**config.mk**
```make
export PLATFORM = sky130hd
export DESIGN_NAME = fifo_fwft_reader
export DESIGN_NICKNAME = d
export VERILOG_FILES = /design/src/rtl/fifo_fwft_reader.sv
export SDC_FILE = /design/constraint.sdc
export NUM_CORES = 1
export LEC_CHECK = 0
export ABC_AREA = 1
export BUFFER_PORTS_ARGS = -buffer_cell sky130_fd_sc_hd__buf_2
export CAP_MARGIN = 0
export CORE_AREA = 2 2 49 51
export CTS_BUF_LIST = sky130_fd_sc_hd__clkbuf_2
export DETAILED_ROUTE_END_ITERATION = 7
export DIE_AREA = 0 0 51 53
export GPL_ROUTABILITY_DRIVEN = 0
export PLACE_DENSITY_LB_ADDON = 0.2
export SYNTH_ARGS = -nofsm -noshare
export SYNTH_HDL_FRONTEND = slang
export SYNTH_SLANG_ARGS = --single-unit
export TNS_END_PERCENT = 30
```
**constraint.sdc**
```tcl
create_clock -name clk -period 2.4 [get_ports clk]
set_clock_uncertainty 0.05 [all_clocks]
set_input_delay 0.6 -clock clk [delete_from_list [all_inputs] [get_ports clk]]
set_output_delay 0.6 -clock clk [all_outputs]
set_load 0.02 [all_outputs]
```
**src/rtl/fifo_fwft_reader.sv**
```systemverilog
// Read-side drain for sync_fifo_srl: turns the registered FIFO read port into a
// first-word-fall-through valid/ready stream. Optional FIFO_RD_CNT_EN adds ov_word_cnt.
module fifo_fwft_reader #(
    parameter int FIFO_WIDTH = 8
) (
    input  logic                  clk,
    input  logic                  reset,
    input  logic                  i_fifo_empty,
    output logic                  o_fifo_rd,
    input  logic [FIFO_WIDTH-1:0] iv_fifo_dout,
    output logic                  o_valid,
    output logic [FIFO_WIDTH-1:0] ov_data,
    input  logic                  i_ready
`ifdef FIFO_RD_CNT_EN
    ,
    output logic [31:0]           ov_word_cnt
`endif
);

    logic [1:0]            occ_q, occ_d;
    logic                  inflight_q;
    logic [FIFO_WIDTH-1:0] head_q, head_d;
    logic [FIFO_WIDTH-1:0] skid_q, skid_d;
    logic                  valid_q, valid_d;
    logic                  pop;
    logic [2:0]            pending;

    // pending = words owned after this edge (buffered + arriving - leaving); a read
    // is only safe when that leaves room for the word it will return.
    always_comb begin
        pop       = valid_q & i_ready;
        pending   = {1'b0, occ_q} + {2'b00, inflight_q} - {2'b00, pop};
        o_fifo_rd = reset & ~i_fifo_empty & (pending <= 3'd1);
    end

    // NOTE: every signal assigned in this block gets a default first so no latch
    // is inferred on paths that leave it untouched.
    always_comb begin
        head_d = head_q;
        skid_d = skid_q;
        occ_d  = pending[1:0];
        if (pop && (occ_q == 2'd2)) begin
            head_d = skid_q;
        end
        if (inflight_q) begin
            if ((occ_q == 2'd0) || ((occ_q == 2'd1) && pop)) begin
                head_d = iv_fifo_dout;
            end else begin
                skid_d = iv_fifo_dout;
            end
        end
        valid_d = (occ_d != 2'd0);
    end

    // NOTE: state registers use non-blocking assignments so every flop samples the
    // pre-edge values; head/skid are reset too because ov_data must read 0 in reset.
    always_ff @(posedge clk or negedge reset) begin
        if (!reset) begin
            occ_q      <= 2'd0;
            inflight_q <= 1'b0;
            head_q     <= '0;
            skid_q     <= '0;
            valid_q    <= 1'b0;
        end else begin
            occ_q      <= occ_d;
            inflight_q <= o_fifo_rd;
            head_q     <= head_d;
            skid_q     <= skid_d;
            valid_q    <= valid_d;
        end
    end

    assign o_valid = valid_q;
    assign ov_data = head_q;

`ifdef FIFO_RD_CNT_EN
    logic [31:0] cnt_q, cnt_d;

    // Wraps naturally from 0xFFFF_FFFF to 0.
    always_comb begin
        cnt_d = cnt_q;
        if (pop) begin
            cnt_d = cnt_q + 32'd1;
        end
    end

    always_ff @(posedge clk or negedge reset) begin
        if (!reset) begin
            cnt_q <= 32'd0;
        end else begin
            cnt_q <= cnt_d;
        end
    end

    assign ov_word_cnt = cnt_q;
`endif

endmodule

```
==> run summary, run 1 <==
Fmax: 380 MHz
Power share of the clock group: 8.1%
Psw: 0.000764 W
Critical path's top delay family: adder cells
Slowest cell on crit path: dfrtp_1
Global-route wire length before repair: 3820 um
Critical R2R Launch: o_valid
Maximum vdd drop: 0.664 mV
CP max FO: 3
Crit. Startpoint: o_valid
Port Buf Inserts: 21
Number of global-route vias before repair: 803
Core area: 2150 um2
Clock sinks: 20
Max-cap viol count: 0
Critical path class: reg -> out
Avg WL per Cell: 11.6 um
Crit path capture: o_fifo_rd
Critical path startpoint category: register
Clock Latency Late Sink: 310 ps
Status: finished with violations
H-tree depth: 1
Crit path cell chain: nand2_8, inv_8, nand2_4, nand2_2, ha_4, fa_2, nor3_4, buf_6
Synth unique cells: 14
Count leader, synth: nand2_1
# IOs: 22
Syn Nets: 136
Register area: 500 um2
Sequential share of power: 35.5%
Number of cell rows: 17
Share of synthesized flip-flops with an asynchronous set or reset: 100%
Initial Utilization: 47.2%
Reg2reg path depth: 7
Power per cell area: 1300 nW/um2
Comb power frac: 56.5%
CP Capture Type: output port
Hold buffer count at CTS: 0
Clock transition at path regs: 170 ps
Final WS setup: -233 ps
DP HPWL: 1650 um
Share of cells above drive strength 1: 30.9%
Total power: 0.00166 W
Simple-gate share of the synthesized area: 37.7%
Chip height: 53 um
GRT overflow: 0
Final setup TNS: -233 ps
Initial detailed-routing violation count: 13
CP max stage delay: 470 ps
Post-synthesis cell count: 122
Layout area overhead: 25.9%
Final setup violating endpoints: 1
Synth Register Bits: 20
Fin nets: 168
Main combinational cell family by area after synthesis: simple AND/OR/NAND/NOR gates
Post-Syn Area: 1010 um2
Synth top area cells: dfrtp_1, nand2_1, nand3_1
Critical path arrival: 1980 ps
Slew HR: 82.2%
Setup slack, reg-to-reg: 650 ps
Compound-cell area share of the yosys netlist: 0%
Top cell type by total area after synthesis: dfrtp_1
Vias/cell: 4.68
CTS tree: done
Post-synthesis xor/xnor area fraction: 0.863%
Drt pass-1 iters: 4
Crit path depth: 8
Routed Antenna Nets: 0
Via count: 842
Post-Synth Adder-Cell Area: 3.21%
Post-synth EDFFs: 0
Initial antenna violation count: 0
Routed wire length: 2080 um
Hold Vio Cnt, Final: 0
Tcrit/Tclk final: 110%
CTS buffer count: 3
Buf/Inv on CP: 2
Hold Path Class: in -> async
DR DRC count: 0
Leakage: 0.716 nW
RSZ-0062 raised after global routing: true
Clk root buf: clkbuf_2
Share of Yosys cell area claimed by the top area cell type: 49.3%
Ant diodes: 0
Overall Global Routing Usage: 19.2%
Required @ worst endpoint: 1750 ps
Yosys warning count: 0
Final Max Tran Viols: 0
Crit path time final: 2630 ps
Synth cell count leaders: nand2_1, nand3_1, dfrtp_1
Switching Share: 46.0%
Die width: 51 um
Syn_area_per_cell: 8.32 um2
Die area: 2700 um2
Post-synthesis sequential area ratio: 49.3%
Int Power: 0.000898 W
Worst-margin pin slew: 266 ps
Fillers: 206
Mux share of post-synthesis cell area: 0%
Synth Flop Type: dfrtp_1
Footprint of the multi-input gates: 477 um2
Largest net degree at the start of global routing: 21
Violated checks: setup timing
Clock buffer depth: 2
R2r endpoint: o_valid
## area by class of cell
cell class | count | area share [%]
well taps | 28 | 2.74
clock buffers | 3 | 1.18
repair buffers | 28 | 12.8
flip-flops and latches | 20 | 39.2
multi-input cells | 80 | 37.3
inverters | 21 | 6.76
## logic make-up after synthesis
group / after synthesis
XOR/XNOR: 1
adder cells (fa/ha/maj): 2
buffers and inverters: 22
flip-flops: 20
AND/OR/NAND/NOR: 77
## metal layers
metal	global-route usage, %	routed length (um)
met3	3.11	104
met1	27.7	988
met5	0	0
met4	8.56	41
met2	28.4	948
## power groups by stage
| stage | Clock (W) | Combinational, W | Sequential [W] |
|---|---|---|---|
| finish | 0.000134 | 0.000939 | 0.000590 |
| global route | 0.000148 | 0.00106 | 0.000609 |
| CTS | 0.000138 | 0.000954 | 0.000591 |
| detailed placement | 0 | 0.000921 | 0.000596 |
| global placement | 0 | 0.000889 | 0.000585 |
| floorplan | 0 | 0.000550 | 0.000704 |
## what timing repair did
item	in CTS	in global routing
setup buffers	0	0
pin swaps	3	1
endpoints found under the setup margin	1	1
gates resized for setup	5	0
## flip-flops by register name, summed over array words and instances, names as in the netlist
register    flops
inflight_q      1
o_valid         1
occ_q           2
ov_data         8
skid_q          8
## stage by stage
step	area (um2)	hold WS [ps]	setup WS [ps]	utilization, %	instances
after global routing	1280	219	-319	59.5	180
final	1280	198	-233	59.5	180
after detailed placement	1240	411	-285	57.8	177
after CTS	1280	197	-279	59.5	180
after floorplan	1060	254	-28.5	-	122
after global placement	1240	405	-235	57.8	177
## cells in the final DEF (no fill, tap or decap), drive strengths merged
master,synthesis,final
buf,1,28
nor3,1,1
or2,1,1
nor2,1,1
inv,21,21
xnor2,1,1
ha,1,1
dfrtp,20,20
nand3,25,25
fa,1,1
nand2,49,49
clkbuf,0,3
## worst reg2reg max path, delay by kind of cell (launching register included)
kind,cells,cell delay (ps)
adders and majority gates,2,610
buffers and inverters,1,30
and+or+nand+nor,4,500
DFF,1,470
## worst min-delay path by stage
stage	startpoint	to	cells after the start
2_1_floorplan	reset	inflight_q	0
3_3_place_gp	skid_q[6]	skid_q[6]	2
3_5_place_dp	skid_q[6]	skid_q[6]	2
4_1_cts	reset	o_valid	2
5_1_grt	reset	o_valid	2
6_report	reset	o_valid	2
Note: power is estimated with default switching activity, not from simulation.
==> run 2, diff against run 1 <==
- PLACE_DENSITY: unset -> 0.73
- PLACE_DENSITY_LB_ADDON: 0.2 -> unset
- SKIP_LAST_GASP: unset -> 1
==> run 2 against run 1 <==
Power up 8.7%. Largest cell class unchanged. Register-to-register slack worse by 140 ps. Combinational power up 2.1%. The flow still finishes with violations (setup timing). Cell area up 3.1%. Flip-flop and latch count unchanged. Utilization up 1.9 points. Final cell count up 0.56%. Setup slack better by 9.9 ps. Largest power group unchanged. Hold slack worse by 41 ps. Highest routed layer unchanged. Non-clock buffer count unchanged. Via count up 0.12%. Global-route usage down 1.3 points.
==> run summary, run 2 (synthesis results as in run 1) <==
Die area: 2700 um2 (unchanged)
Post-place instance area: 1230 um2 (-0.61%)
Share of cells above drive strength 1: 33.3% (+2.4 points)
Slowest cell on crit path: dfrtp_2
Max-cap viol count: 0 (unchanged)
DP HPWL: 1430 um (-13%)
Critical path startpoint category: register
Via count: 843 (+0.12%)
CTS tree: done
Ant diodes: 0 (unchanged)
Clock buffer depth: 2 (unchanged)
Met2 Routed Length: 1020 um (+7.3%)
Core area: 2150 um2 (unchanged)
Crit path time final: 2620 ps (-9.87 ps)
Clock transition at path regs: 210 ps (+40 ps)
Routed Antenna Nets: 0 (unchanged)
Most frequent cells in the layout: nand2_1, nand3_1, buf_2
Clock Latency Late Sink: 310 ps (about the same)
Met3 wire len: 97 um (-6.7%)
CTS buffer count: 3 (unchanged)
Largest net degree at the start of global routing: 21 (unchanged)
Number of cell rows: 17 (unchanged)
Critical path arrival: 1970 ps (about the same)
Violated checks: setup timing
Port Buf Inserts: 21 (unchanged)
Final setup violating endpoints: 1 (unchanged)
Critical path class: reg -> out
Chip height: 53 um (unchanged)
Most common cell after layout, fill and taps aside: nand2_1
Hold Vio Cnt, Final: 0 (unchanged)
H-tree depth: 1 (unchanged)
Clk root buf: clkbuf_2
DR DRC count: 0 (unchanged)
Power per cell area: 1370 nW/um2 (+5.4%)
Routed wire length: 2000 um (-4.1%)
GRT overflow: 0 (unchanged)
Layout area overhead: 29.8%
Maximum vdd drop: 1.04 mV (+56%)
Fin nets: 168 (unchanged)
Leakage: 0.730 nW (+1.9%)
Number of global-route vias before repair: 843 (+5.0%)
Clock sinks: 20 (unchanged)
Required @ worst endpoint: 1750 ps (about the same)
Drt pass-1 iters: 4 (unchanged)
Avg WL per Cell: 11.0 um (-4.6%)
CP Capture Type: output port
Worst-margin pin slew: 267 ps (+1.06 ps)
RSZ-0062 raised after global routing: true
Initial antenna violation count: 0 (unchanged)
Final WS setup: -223 ps (+9.87 ps)
Top layer in use: met4
Vias/cell: 4.66 (-0.43%)
# IOs: 22 (unchanged)
Initial Utilization: 47.2% (unchanged)
Tcrit/Tclk final: 109% (-0.41 points)
Crit path cell chain: nand2_8, inv_8, nand2_4, nand2_4, ha_4, fa_2, nor3_4, buf_6
CP most frequent cell: nand2_4
Status: finished with violations
Slew HR: 82.1% (about the same)
Overall Global Routing Usage: 17.9% (-1.3 points)
Reg2reg path depth: 8 (+1)
CP max stage delay: 490 ps (+20 ps)
CP max FO: 3 (unchanged)
Place WS: -260 ps (+24.8 ps)
Wire length on met1: 862 um (-13%)
Die width: 51 um (unchanged)
Fmax: 381 MHz (+0.38%)
Fin area: 1320 um2 (+3.1%)
Initial detailed-routing violation count: 14 (+1)
Hold Path Class: in -> async
Final Max Tran Viols: 0 (unchanged)
Global-route wire length before repair: 3580 um (-6.1%)
[run 2: cell types whose count changed in the layout (fill, tap and decap cells not counted), sizes merged]
cell and delta:
bufinv +1
[run 2: metal layers]
metal	global-route usage [%]	up-vias
li1	-	435
met1	21.2	380
met2	31.6	24
met3	3.39	4
met4	7.66	0
met5	0	-
[run 2: timing repair]
action,in CTS,in global routing
setup endpoints to repair,1,1
resized for setup,7,2
buffers inserted,1,0
pin swaps,3,1
hold buffers,0,0
[run 2: worst paths after layout]
kind | start | end | slack [ps]
worst max-delay path | o_valid | o_fifo_rd | -220
worst min-delay path | reset | ov_data[4] | 160
worst max register to register | o_valid | o_valid | 510
worst min register to register | skid_q[2] | skid_q[2] | 450
max in group asynchronous | reset | o_valid | 1920
min in group clk | iv_fifo_dout[3] | ov_data[3] | 430
[run 2: critical path, delay by kind of cell (launching register included)]
family	cells	cell delay, ps
adders and majority gates	2	610
buffers and inverters	2	170
DFF	1	490
and+or+nand+nor	4	400
[run 2: area by class of cell]
| class | count | area (um2) |
|---|---|---|
| Clock buffer | 3 | 15.0 |
| Timing Repair Buffer | 28 | 164 |
| Sequential cell | 20 | 503 |
| Inverter | 21 | 86.3 |
| Tap cell | 28 | 35.0 |
| Fill cell | 203 | 831 |
| Multi-Input combinational cell | 80 | 484 |
| Clock inverter | 1 | 30.0 |
[run 2: report_power, final]
part	internal [W]	total [W]	switching [W]	leakage (nW)
Sequential	0.000499	0.000593	0.0000936	0.241
Clock	0.000144	0.000255	0.000111	0.0266
Combinational	0.000383	0.000959	0.000576	0.462
[run 2: metrics by stage]
| step | utilization (%) | cells | TNS [ps] | total power, W | hold WS, ps |
|---|---|---|---|---|---|
| finish | 61.3 | 181 | -223 | 0.00181 | 157 |
| global route | 61.3 | 181 | -307 | 0.00195 | 160 |
| CTS | 61.2 | 181 | -271 | 0.00181 | 165 |
| detailed placement | 57.4 | 176 | -260 | 0.00149 | 409 |
| global placement | 57.4 | 176 | -228 | 0.00146 | 403 |
| floorplan | - | 122 | -28.5 | 0.00125 | 254 |
